## config.mk

```make
export PLATFORM = sky130hd
export DESIGN_NAME = serial_magnitude_comparator_flat
export DESIGN_NICKNAME = d
export VERILOG_FILES = /design/src/rtl/serial_magnitude_comparator_pkg.sv /design/src/rtl/serial_magnitude_comparator_if.sv /design/src/rtl/serial_magnitude_comparator.sv /design/src/flat_wrapper.sv
export SDC_FILE = /design/constraint.sdc
export NUM_CORES = 1
export LEC_CHECK = 0
export ABC_AREA = 1
export CAP_MARGIN = 20
export CORE_MARGIN = 2
export CORE_UTILIZATION = 48
export CTS_BUF_LIST = sky130_fd_sc_hd__clkbuf_4 sky130_fd_sc_hd__clkbuf_8
export DETAILED_ROUTE_END_ITERATION = 7
export GPL_TIMING_DRIVEN = 0
export HOLD_SLACK_MARGIN = 0.08
export PLACE_DENSITY = 0.77
export SLEW_MARGIN = 10
export SYNTH_ARGS = -nofsm -noshare
export SYNTH_HDL_FRONTEND = slang
export SYNTH_SLANG_ARGS = --single-unit
```

## constraint.sdc

```tcl
create_clock -name clk -period 1.6 [get_ports clk]
set_input_delay 0.16 -clock clk [delete_from_list [all_inputs] [get_ports clk]]
set_output_delay 0.16 -clock clk [all_outputs]
set_load 0.05 [all_outputs]
```

## src/rtl/serial_magnitude_comparator_pkg.sv

```systemverilog
// Shared definitions for the serial magnitude comparator and the
// comparison-symbol seven-segment decoder that consumes its result code.
package serial_magnitude_comparator_pkg;

    // Width of the one-hot {eq, gt, lt} result code
    localparam int unsigned RES_W = 3;

    // Result codes; RES_NONE makes the decoder display '-'
    localparam logic [RES_W-1:0] RES_NONE = 3'b000;
    localparam logic [RES_W-1:0] RES_EQ   = 3'b100;
    localparam logic [RES_W-1:0] RES_GT   = 3'b010;
    localparam logic [RES_W-1:0] RES_LT   = 3'b001;

    // Controller states
    typedef enum logic [1:0] {
        IDLE    = 2'd0,
        COMPARE = 2'd1,
        DONE    = 2'd2
    } state_t;

endpackage

```

## src/rtl/serial_magnitude_comparator_if.sv

```systemverilog
// Request/result bundle between a requester (master) and the comparator (slave).
interface serial_magnitude_comparator_if
    import serial_magnitude_comparator_pkg::*;
#(
    parameter int unsigned WIDTH = 8
);
    logic             start;
    logic [WIDTH-1:0] a;
    logic [WIDTH-1:0] b;
    logic             busy;
    logic             done;
    logic [RES_W-1:0] result;

    modport master (
        output start,
        output a,
        output b,
        input  busy,
        input  done,
        input  result
    );

    modport slave (
        input  start,
        input  a,
        input  b,
        output busy,
        output done,
        output result
    );
endinterface

```

## src/rtl/serial_magnitude_comparator.sv

```systemverilog
// MSB-first serial magnitude comparator. Walks the latched operands one bit
// per cycle from the top, stops at the first differing bit, pulses done for
// one cycle and holds the one-hot result until the next accepted start.
module serial_magnitude_comparator
    import serial_magnitude_comparator_pkg::*;
#(
    parameter int unsigned WIDTH = 8
) (
    input logic                          clk,
    input logic                          rst,
    serial_magnitude_comparator_if.slave bus
);

    localparam int unsigned IDX_W = $clog2(WIDTH);
    localparam logic [IDX_W-1:0] IDX_TOP = IDX_W'(WIDTH - 1);

    state_t           r_state;
    state_t           w_state_next;
    logic [WIDTH-1:0] r_a;
    logic [WIDTH-1:0] r_b;
    logic [IDX_W-1:0] r_idx;
    logic [RES_W-1:0] r_result;

    logic             w_accept;
    logic             w_a_bit;
    logic             w_b_bit;
    logic             w_last_bit;

    assign w_accept   = bus.start && ((r_state == IDLE) || (r_state == DONE));
    assign w_a_bit    = r_a[r_idx];
    assign w_b_bit    = r_b[r_idx];
    assign w_last_bit = (r_idx == '0);

    // State register
    always_ff @(posedge clk or posedge rst) begin
        if (rst) begin
            r_state <= IDLE;
        end else begin
            r_state <= w_state_next;
        end
    end

    // Next-state logic: leave COMPARE on the first differing bit or after bit 0
    always_comb begin
        w_state_next = r_state;
        unique case (r_state)
            IDLE: begin
                if (w_accept) w_state_next = COMPARE;
            end
            COMPARE: begin
                if ((w_a_bit != w_b_bit) || w_last_bit) w_state_next = DONE;
            end
            DONE: begin
                w_state_next = w_accept ? COMPARE : IDLE;
            end
            default: w_state_next = IDLE;
        endcase
    end

    // Output decode from the current state
    always_comb begin
        bus.busy   = (r_state == COMPARE);
        bus.done   = (r_state == DONE);
        bus.result = r_result;
    end

    // Operand latch, bit-index down-counter and result register
    always_ff @(posedge clk or posedge rst) begin
        if (rst) begin
            r_a      <= '0;
            r_b      <= '0;
            r_idx    <= '0;
            r_result <= RES_NONE;
        end else if (w_accept) begin
            r_a      <= bus.a;
            r_b      <= bus.b;
            r_idx    <= IDX_TOP;
            r_result <= RES_NONE;
        end else if (r_state == COMPARE) begin
            if (w_a_bit && !w_b_bit) begin
                r_result <= RES_GT;
            end else if (!w_a_bit && w_b_bit) begin
                r_result <= RES_LT;
            end else if (w_last_bit) begin
                r_result <= RES_EQ;
            end else begin
                r_idx <= r_idx - 1'b1;
            end
        end
    end

endmodule

```

## src/flat_wrapper.sv

```systemverilog
// flat-port wrapper written by rule: the top's interface ports become plain ports
module serial_magnitude_comparator_flat import serial_magnitude_comparator_pkg::*;
#(
    parameter int unsigned WIDTH = 8
)
  (clk, rst, bus_start, bus_a, bus_b, bus_busy, bus_done, bus_result);
  serial_magnitude_comparator_if #(.WIDTH(WIDTH)) bus_i ();
  input logic clk;
  input logic rst;
  input wire logic [$bits(bus_i.start)-1:0] bus_start;
  input wire logic [$bits(bus_i.a)-1:0] bus_a;
  input wire logic [$bits(bus_i.b)-1:0] bus_b;
  output wire logic [$bits(bus_i.busy)-1:0] bus_busy;
  output wire logic [$bits(bus_i.done)-1:0] bus_done;
  output wire logic [$bits(bus_i.result)-1:0] bus_result;
  assign bus_i.start = bus_start;
  assign bus_i.a = bus_a;
  assign bus_i.b = bus_b;
  assign bus_busy = bus_i.busy;
  assign bus_done = bus_i.done;
  assign bus_result = bus_i.result;
  serial_magnitude_comparator #(.WIDTH(WIDTH)) u_core (.clk(clk), .rst(rst), .bus(bus_i));
endmodule
```

==> insert_results.sql <==
INSERT INTO impl_metrics (metric_group, metric, value, unit) VALUES
('run_status', 'outcome', 'finished with violations', ''),
('run_status', 'failed_checks', 'negative setup slack', ''),
('synthesis', 'synth.lib_cells_used.distinct', '19', ''),
('floorplanning', 'die_h', '56.4', 'um'),
('grt', 'globalRouteOverflowTotal', '0', ''),
('synthesis', 'synthCells', '161', ''),
('power_and_ir_drop', 'power_density', '2400', 'mW/mm^2'),
('synthesis', 'count_of_state_elements_after_synthesis', '24', ''),
('sta', 'relSlewSlack', '0.387', ''),
('sta', 'final-setup-viol-count', '8', ''),
('sta', 'hold_slack', '0.306', 'ns'),
('synthesis', 'synth.avg_cell_area', '8.19', 'sq um'),
('worst_setup_path', 'cp_data_required_time', '1.84', 'ns'),
('routing', 'drt_first_iter_violations', '32', ''),
('power_and_ir_drop', 'total_power', '4.56', 'mW'),
('worst_setup_path', 'crit_arrival', '1.97', 'ns'),
('floorplanning', 'row_count', '19', ''),
('routing', 'drt_pass1_iterations', '4', ''),
('layout', 'final_layout_size_suffix_gt1_frac', '0.383', ''),
('synthesis', 'synth.yosys.warnings', '0', ''),
('layout', 'final_nets', '220', ''),
('placed_design', 'post-dp-hpwl', '1.93', 'mm'),
('synthesis', 'synthTopCellsByArea', 'sky130_fd_sc_hd__dfrtp_1 46%, sky130_fd_sc_hd__nand2_1 12%, sky130_fd_sc_hd__nand3_1 7.2%', ''),
('clock_network', 'register_clock_pin_slew_on_the_reported_worst_setup_and_hold_paths', '0.16', 'ns'),
('routing', 'post_drt_wl_per_cell', '16.0', 'um'),
('routing', 'avgViaCountPerCell', '5.42', ''),
('synthesis', 'synth_top_family_by_area', 'simple AND/OR/NAND/NOR gates', ''),
('synthesis', 'yosys.area_share.xor_xnor', '0.00664', ''),
('floorplanning', 'floorplan.initialDensity', '0.491', ''),
('clock_network', 'h-tree-depth', '1', ''),
('clock_network', 'cts_num_sinks', '24', ''),
('layout', 'antenna_cells_inserted', '0', ''),
('layout', 'fin_cells', '227', ''),
('sta', 'finalHoldViolations', '0', ''),
('worst_setup_path', 'cp_max_fo', '6', ''),
('sta', 'timing_worst_slew_pin_value', '0.918', 'ns'),
('routing', 'total_length_of_routed_wires', '3.64', 'mm'),
('clock_network', 'cts_root_buffer', 'sky130_fd_sc_hd__clkbuf_4', ''),
('routing', 'vias_after_detailed_routing', '1231', ''),
('placed_design', 'pre_cts_slack', '-0.129', 'ns'),
('worst_setup_path', 'kind_of_critical_path', 'reg2reg', ''),
('sta', 'setup_repair_after_global_routing_missed_its_margin', 'true', ''),
('floorplanning', 'floorplan.die.width', '56.4', 'um'),
('worst_setup_path', 'ff2ff_setup_slack', '-0.14', 'ns'),
('worst_setup_path', 'end_kind', 'register', ''),
('layout', 'area_growth_syn_to_layout', '44.5', '%'),
('clock_network', 'tritoncts', 'built', ''),
('routing', 'postRouteAntennaNets', '0', ''),
('clock_network', 'cts_buffers', '3', ''),
('synthesis', 'syn-num-nets', '184', ''),
('placed_design', 'place.port_buffers', '23', ''),
('power_and_ir_drop', 'leakagePower', '0.980', 'nW'),
('routing', 'route.detailed.drc', '0', ''),
('synthesis', 'netlist_area', '0.00132', 'sq mm'),
('worst_setup_path', 'r2r.worst_path.cells', '11', ''),
('power_and_ir_drop', 'peakVddDrop', '1.65', 'mV'),
('grt', 'grt_usage', '0.217', ''),
('sta', 'post-route-worst-setup-slack', '-0.136', 'ns'),
('clock_network', 'clk-insertion-delay-late', '0.34', 'ns'),
('min_path', 'hold_path_class', 'in2async', ''),
('floorplanning', 'io-pin-count', '24', ''),
('placed_design', 'gp_routability_congestion', '0.856', ''),
('clock_network', 'clockBufferDepth', '2', ''),
('synthesis', 'synth_area_leader_cell', 'sky130_fd_sc_hd__dfrtp_1', ''),
('worst_setup_path', 'worstSetupStartpointType', 'register', ''),
('sta', 'layout_worst_path_cycle_share', '1.09', ''),
('synthesis', 'synthDominantCellAreaShare', '0.455', ''),
('synthesis', 'synth-seq-area-share', '0.455', ''),
('flow_run', 'cap_viol_max_count', '0', ''),
('grt', 'maximum_number_of_pins_on_one_net_before_global_route_repair', '25', ''),
('floorplanning', 'floorplan.core_area', '0.00269', 'sq mm');
through the flow:
stage          instance area [sq um]  setup TNS, ns  utilization
4_1_cts                         1750        -0.0514        0.653
6_report                        1910         -0.889        0.709
2_1_floorplan                   1320              0            -
5_1_grt                         1910          -1.50        0.709
3_3_place_gp                    1590         -0.564        0.591
3_5_place_dp                    1590         -0.740        0.591
state kept, by name, summed over array words and instances, names as in the netlist:
signal             flops
u_core.r_state         2
u_core.r_b             8
u_core.r_idx           3
u_core.r_a             8
u_core.bus.result      3
cells in the final DEF, fill, tap and decap left out, types with 8 or more instances in the layout:
master,n
sky130_fd_sc_hd__nor2_1,17
sky130_fd_sc_hd__a21oi_1,8
sky130_fd_sc_hd__nand3_2,10
sky130_fd_sc_hd__dfrtp_1,23
sky130_fd_sc_hd__a21oi_2,8
sky130_fd_sc_hd__nand2_1,23
sky130_fd_sc_hd__buf_4,10
sky130_fd_sc_hd__inv_1,18
sky130_fd_sc_hd__nand2_4,8
sky130_fd_sc_hd__clkdlybuf4s50_1,18
sky130_fd_sc_hd__nand2_2,16
synth_stat cells (all sizes together):
| cell type | count |
|---|---|
| dfrtp | 24 |
| buf | 6 |
| xnor2 | 1 |
| a21oi | 16 |
| inv | 23 |
| nand3 | 20 |
| ha | 4 |
| nand4 | 1 |
| nand2 | 47 |
| nor2 | 19 |
power breakdown:
part           switching (mW)  total (mW)  internal, mW
clock                   0.212       0.466         0.254
sequential              0.154        1.04         0.883
combinational            1.87        3.06          1.19
critical path: stages (launching register included):
cell and delay (ns):
sky130_fd_sc_hd__dfrtp_2 0.54, sky130_fd_sc_hd__inv_2 0.15, sky130_fd_sc_hd__nand3_2 0.13, sky130_fd_sc_hd__nand2_2 0.06, sky130_fd_sc_hd__nand2_2 0.07, sky130_fd_sc_hd__nand2_2 0.08
sky130_fd_sc_hd__ha_4 0.29, sky130_fd_sc_hd__nand2_4 0.05, sky130_fd_sc_hd__nand2_4 0.08, sky130_fd_sc_hd__inv_4 0.06, sky130_fd_sc_hd__nand2_4 0.06, sky130_fd_sc_hd__nand2_2 0.05
cell families after synthesis:
kind of cell / count (synthesis)
compound gates: 16
xor+xnor: 1
fa+ha+maj: 4
buf+inv: 29
flops: 24
simple gates: 87
what timing repair did:
action                                  CTS  global route
pin swaps                                17            13
endpoints found under the setup margin   12             8
buffers inserted                          2             4
gates resized for setup                  33            28
hold buffers                              0             0
gates cloned                              2             0
metal layers:
metal / wire length [um] / GRT usage / vias to the layer above
met5: 0 / 0 / -
met4: 54 / 0.0884 / 0
met3: 311 / 0.0276 / 6
met2: 1910 / 0.373 / 65
met1: 1360 / 0.277 / 587
li1: - / - / 573
cell type report:
type | instances | area (sq um)
repair inverters | 1 | 8.76
fillers | 188 | 781
clock inverters | 1 | 30.0
repair buffers | 30 | 282
plain buffers | 6 | 56.3
inverters | 23 | 106
multi-input cells | 108 | 759
flip-flops and latches | 24 | 602
well taps | 31 | 38.8
clock buffers | 3 | 22.5
path summary, 6_finish.rpt:
| check | startpoint | to |
|---|---|---|
| worst max-delay path | u_core.r_idx[1]$_DFFE_PP0P_ | u_core.bus.result[2]$_DFFE_PP0P_ |
| worst min-delay path | rst | u_core.r_a[4]$_DFFE_PP0P_ |
| worst max register to register | u_core.r_idx[1]$_DFFE_PP0P_ | u_core.bus.result[2]$_DFFE_PP0P_ |
| worst min register to register | u_core.r_b[1]$_DFFE_PP0P_ | u_core.r_b[1]$_DFFE_PP0P_ |
| max in group asynchronous | rst | u_core.r_idx[1]$_DFFE_PP0P_ |
| min in group clk | bus_b[3] | u_core.r_b[3]$_DFFE_PP0P_ |
Note: power is estimated with default switching activity, not from simulation.
